## config.mk

```make
export PLATFORM = sky130hd
export DESIGN_NAME = bitwise_logic_unit
export DESIGN_NICKNAME = d
export VERILOG_FILES = /design/src/rtl/bitwise_logic_pkg.sv /design/src/rtl/logic_slice.sv /design/src/rtl/bitwise_logic_unit.sv
export SDC_FILE = /design/constraint.sdc
export NUM_CORES = 1
export LEC_CHECK = 0
export CAP_MARGIN = 40
export CORE_AREA = 4 4 124 90
export CTS_CLUSTER_DIAMETER = 80
export DETAILED_ROUTE_END_ITERATION = 6
export DIE_AREA = 0 0 128 94
export PLACE_DENSITY = 0.86
export SYNTH_ARGS = -nofsm -noshare
export SYNTH_HDL_FRONTEND = slang
export SYNTH_SLANG_ARGS = --single-unit
```

## constraint.sdc

```tcl
create_clock -name clk -period 4.15 [get_ports clk]
set_input_delay 0.83 -clock clk [delete_from_list [all_inputs] [get_ports clk]]
set_output_delay 0.83 -clock clk [all_outputs]
set_load 0.03 [all_outputs]
```

## src/rtl/bitwise_logic_pkg.sv

```systemverilog
// Shared definitions for the multi-cycle bitwise logic unit: operation codes and FSM states.
package bitwise_logic_pkg;

    localparam logic [1:0] OP_AND = 2'b00;
    localparam logic [1:0] OP_OR  = 2'b01;
    localparam logic [1:0] OP_XOR = 2'b10;
    localparam logic [1:0] OP_NOR = 2'b11;

    typedef enum logic [1:0] {
        IDLE = 2'b00,
        BUSY = 2'b01,
        DONE = 2'b10
    } state_t;

endpackage : bitwise_logic_pkg

```

## src/rtl/logic_slice.sv

```systemverilog
// Combinational bitwise operator for one SLICE-bit slice of the operands.
module logic_slice
    import bitwise_logic_pkg::*;
#(
    parameter int SLICE = 8
) (
    input  logic [1:0]       op,
    input  logic [SLICE-1:0] a_s,
    input  logic [SLICE-1:0] b_s,
    output logic [SLICE-1:0] r_s
);

    // Select the requested bitwise function for this slice.
    always_comb begin
        // NOTE: assign a default before the case so every path drives r_s and no latch is inferred.
        r_s = '0;
        case (op)
            OP_AND:  r_s = a_s & b_s;
            OP_OR:   r_s = a_s | b_s;
            OP_XOR:  r_s = a_s ^ b_s;
            OP_NOR:  r_s = ~(a_s | b_s);
            default: r_s = '0;
        endcase
    end

endmodule : logic_slice

```

## src/rtl/bitwise_logic_unit.sv

```systemverilog
// Multi-cycle bitwise logic unit: one SLICE-bit slice per cycle, valid/ready on both sides.
module bitwise_logic_unit
    import bitwise_logic_pkg::*;
#(
    parameter int WIDTH = 32,
    parameter int SLICE = 8
) (
    input  logic             clk,
    input  logic             rst,
    input  logic             in_valid,
    output logic             in_ready,
    input  logic [WIDTH-1:0] a,
    input  logic [WIDTH-1:0] b,
    input  logic [1:0]       op,
    output logic             out_valid,
    input  logic             out_ready,
    output logic [WIDTH-1:0] res,
    output logic             zero
);

    localparam int NSLICE = WIDTH / SLICE;
    localparam int CNT_W  = (NSLICE > 1) ? $clog2(NSLICE) : 1;
    localparam logic [CNT_W-1:0] CNT_LAST = CNT_W'(NSLICE - 1);

    // A partial top slice would silently drop operand bits, so refuse to build.
    generate
        if ((WIDTH % SLICE) != 0) begin : g_bad_width
            $error("bitwise_logic_unit: WIDTH must be a multiple of SLICE");
        end
    endgenerate

    state_t           state_q;
    state_t           state_d;
    logic [CNT_W-1:0] cnt_q;
    logic [WIDTH-1:0] a_q;
    logic [WIDTH-1:0] b_q;
    logic [1:0]       op_q;
    logic [WIDTH-1:0] res_q;
    logic [SLICE-1:0] a_s;
    logic [SLICE-1:0] b_s;
    logic [SLICE-1:0] r_s;
    logic             accept;

    assign in_ready  = (state_q == IDLE);
    assign out_valid = (state_q == DONE);
    assign accept    = in_valid && in_ready;
    assign res       = res_q;
    assign zero      = (res_q == '0);

    // State register; reset drops any in-flight request on the spot.
    always_ff @(posedge clk or posedge rst) begin
        // NOTE: sequential state uses non-blocking assignments so all registers update together at the edge.
        if (rst) begin
            state_q <= IDLE;
        end else begin
            state_q <= state_d;
        end
    end

    // Next-state logic: accept in IDLE, walk the slices in BUSY, hold the result in DONE.
    always_comb begin
        state_d = state_q;
        case (state_q)
            IDLE:    if (accept) state_d = BUSY;
            BUSY:    if (cnt_q == CNT_LAST) state_d = DONE;
            DONE:    if (out_ready) state_d = IDLE;
            default: state_d = IDLE;
        endcase
    end

    // Route the slice currently being worked on into the shared operator.
    always_comb begin
        a_s = '0;
        b_s = '0;
        for (int i = 0; i < NSLICE; i++) begin
            if (cnt_q == CNT_W'(i)) begin
                a_s = a_q[i*SLICE +: SLICE];
                b_s = b_q[i*SLICE +: SLICE];
            end
        end
    end

    logic_slice #(
        .SLICE (SLICE)
    ) u_slice (
        .op  (op_q),
        .a_s (a_s),
        .b_s (b_s),
        .r_s (r_s)
    );

    // Operand latches, slice counter and result register.
    always_ff @(posedge clk or posedge rst) begin
        if (rst) begin
            a_q   <= '0;
            b_q   <= '0;
            op_q  <= OP_AND;
            cnt_q <= '0;
            res_q <= '0;
        end else if (accept) begin
            a_q   <= a;
            b_q   <= b;
            op_q  <= op;
            cnt_q <= '0;
        end else if (state_q == BUSY) begin
            // Every slice is written once per request, so no stale bits survive.
            for (int i = 0; i < NSLICE; i++) begin
                if (cnt_q == CNT_W'(i)) begin
                    res_q[i*SLICE +: SLICE] <= r_s;
                end
            end
            // Park on the last slice instead of wrapping.
            if (cnt_q != CNT_LAST) begin
                cnt_q <= cnt_q + CNT_W'(1);
            end
        end
    end

endmodule : bitwise_logic_unit

```

==> results.md <==
* Post-Synth XOR/XNOR Area at 1.57%
* Via count at 3712
* Commonest non-fill, non-tap cell in the layout: clkdlybuf4s50_1
* TritonCTS clock tree: built
* Residual DRC at 0
* Worst R2R Start: cnt_q[0]
* Netlist cell types at 28
* Worst hold stages at 1
* Max VDD drop at 0.000393 V
* Crit Path Class: reg -> reg
* Pin count of the biggest net entering global routing at 68
* Post-cts sizing count at 0
* Sw Share at 41.2%
* Post-route setup TNS at 0 ns
* Tcrit/Tclk final at 76.7%
* Worst-Skew Late Latency at 0.35 ns
* Leakage at 0.00281 µW
* Post-Synth Simple-Gate Area at 5.56%
* Core Region at 0.0101 mm²
* Worst-path clk slew at 0.06 ns
* Fin Hold WS at 0.510 ns
* First-pass GRT wire length at 19700 µm
* Global placer's final weighted congestion at 0.802
* Mux contribution to synthesized area at 18.9%
* Area leader, netlist: dfrtp_1
* Clk pwr share at 14.8%
* Sw power at 2590 µW
* Die Height at 94 µm
* Largest family of logic cells by synthesized area: multiplexers
* GR Util All Layers at 21.5%
* Post-DP HPWL at 9080 µm
* Reg2reg path depth at 8
* Status: finished clean
* DR vias/cell at 5.71
* WP data required at 4.35 ns
* IO buf count at 104
* Effective utilization at floorplan at 49.7%
* Largest cells by area after synthesis: dfrtp_1, mux2_2, a21oi_1
* Antenna violations before repair at 0
* Area Overhead vs Synth at 30.0%
* Post-DR wirelength/cell at 19.2 µm
* Setup-failing EPs final at 0
* Mapped Cells at 421
* DR pass1 iterations at 4
* WHS Endpoint: a_q[10]
* Die area at 0.0120 mm²
* Setup crit start kind: register
* Post-Syn Nets at 511
* Hold wc startpoint: a_q[10]
* Cts hold-fix bufs at 0
* RR Endpoint: res[3]
* Post-Syn Area per Cell at 11.9 µm²
* FF+latch count, synth at 102
* Filler cell count at 754
* RSZ-0062 raised after global routing: no
* CTS H-tree lvls at 3
* GR Overflow Total at 0
* Flop pwr share at 31.9%
* Bufs on Longest Clock Path at 2
* Number of I/O pins at 105
* Crit path max fanout at 26
* Worst Hold Class: reg -> reg
* Most frequent cells in the layout: clkdlybuf4s50_1, dfrtp_1, mux2_2
* Drt first-iter violations at 274
* Crit. End Element: register
* Compound-Gate Fraction of Synth Area at 13.3%
* Final Critical Period at 3.18 ns
* Ant. Diodes at 0
* Final ANT Viol Nets at 0
* Layout cell share with drive strength beyond 1 at 19.3%
* # nets final at 603
* Pwr dens at 963 mW/mm²
* Mapped cell area at 0.00501 mm²
* Slew HR at 42.4%
* Max-capacitance violation count at 0
* Adder-cell share of the synthesized area at 4.99%
* Hold Fails Final Rpt at 0
* FF-to-FF setup slack at 0.97 ns
* Maximum clock rate at 314 MHz
* Clock sinks at 102
* Sequential area share after synthesis at 50.9%
* Worst Skew at 0.00656 ns
* Clock Tree Root: clkbuf_16
* Pwr Total at 6270 µW
* Yosys top cell area share at 50.9%
* Comb pwr share at 53.3%
* WL final at 12500 µm
* Final Slew Violations at 0
* Die X at 128 µm
* Setup slack at placement at 0.798 ns
* Worst slew pin tran at 0.864 ns
* Std cell rows at 31
* TritonCTS Buffers at 9
* Vias in the first global route at 3730
* Internal power at 3690 µW
* Worst EP arrival at 3.39 ns
* Warnings, synthesis at 0
* # Post-CTS Setup Buffers at 0
* Final setup margin at 0.966 ns
## state kept, by name, summed over array words and instances, names as in the netlist
signal	flops
a_q	32
cnt_q	2
op_q	2
res	32
state_q	2
b_q	32
## layout make-up
cell class	instances	area, µm²	share of cell area [%]
Sequential cell	102	2550	39.2
Inverter	20	77.6	1.19
Timing Repair Buffer	112	1160	17.8
Tap cell	132	165	2.53
Clock buffer	13	270	4.15
Clock inverter	3	65.1	0.998
Multi-Input combinational cell	268	2230	34.2
## Yosys cell counts
library cell,number
dfrtp_1,102
mux2_2,67
a21oi_1,50
nor2_1,35
ha_1,20
inv_1,20
a22o_1,16
a22oi_1,16
a221o_1,14
clkbuf_1,14
buf_2,12
mux2i_1,9
xnor2_1,9
nor4_1,8
mux2_4,7
and3b_1,4
buf_6,4
nand2_1,2
nand4_1,2
o21ai_0,2
a21o_1,1
and2_4,1
and2b_1,1
buf_1,1
nor2_2,1
nor2b_1,1
nor3b_1,1
or2_1,1
## critical path, stage by stage, from the launching register on
cell and delay [ns]:
dfrtp_1 0.41, ha_1 0.75, buf_4 0.41, a21oi_1 0.10, a22oi_1 0.31, ha_1 0.29, mux2_2 0.27, mux2i_1 0.35
a21oi_1 0.14
## how the worst max path moves through the flow
stage	startpoint	to	cells past startpoint
final	cnt_q[0]	res[3]	8
after global routing	cnt_q[0]	res[3]	8
after CTS	cnt_q[1]	res[29]	10
after detailed placement	cnt_q[1]	res[29]	10
after global placement	cnt_q[1]	res[29]	10
after floorplan	rst	a_q[0]	1
## routing by layer
metal / vias to the layer above / global-route usage (%) / part of all wire (%)
met3: 15 / 6.53 / 8.7
met4: 0 / 4.33 / 1.1
met2: 149 / 33.4 / 47
met1: 1850 / 29.9 / 44
met5: - / 0 / 0
li1: 1698 / - / -
## kinds of logic (layout without fill, tap and decap cells)
kind of cell	count (synthesis)	count (layout)
buf+inv	51	148
simple gates	57	57
compound gates	99	99
mux	83	83
xor+xnor	9	9
fa+ha+maj	20	20
flops	102	102
## power by group through the flow
| stage | Combinational (µW) | Clock (µW) | Sequential [µW] |
|---|---|---|---|
| after detailed placement | 3270 | 0 | 2010 |
| after global routing | 3610 | 983 | 2060 |
| after CTS | 3320 | 939 | 1990 |
| after floorplan | 2120 | 0 | 2110 |
| after global placement | 3090 | 0 | 1970 |
| final | 3350 | 929 | 2000 |
## metrics by stage
stage	util [%]	cells	instance area, µm²
final	64.6	650	6520
after global routing	64.6	650	6520
after CTS	64.6	649	6510
after detailed placement	61.2	633	6170
after global placement	60.4	630	6090
after floorplan	-	421	5010
Power figures use the tool's default switching activity.
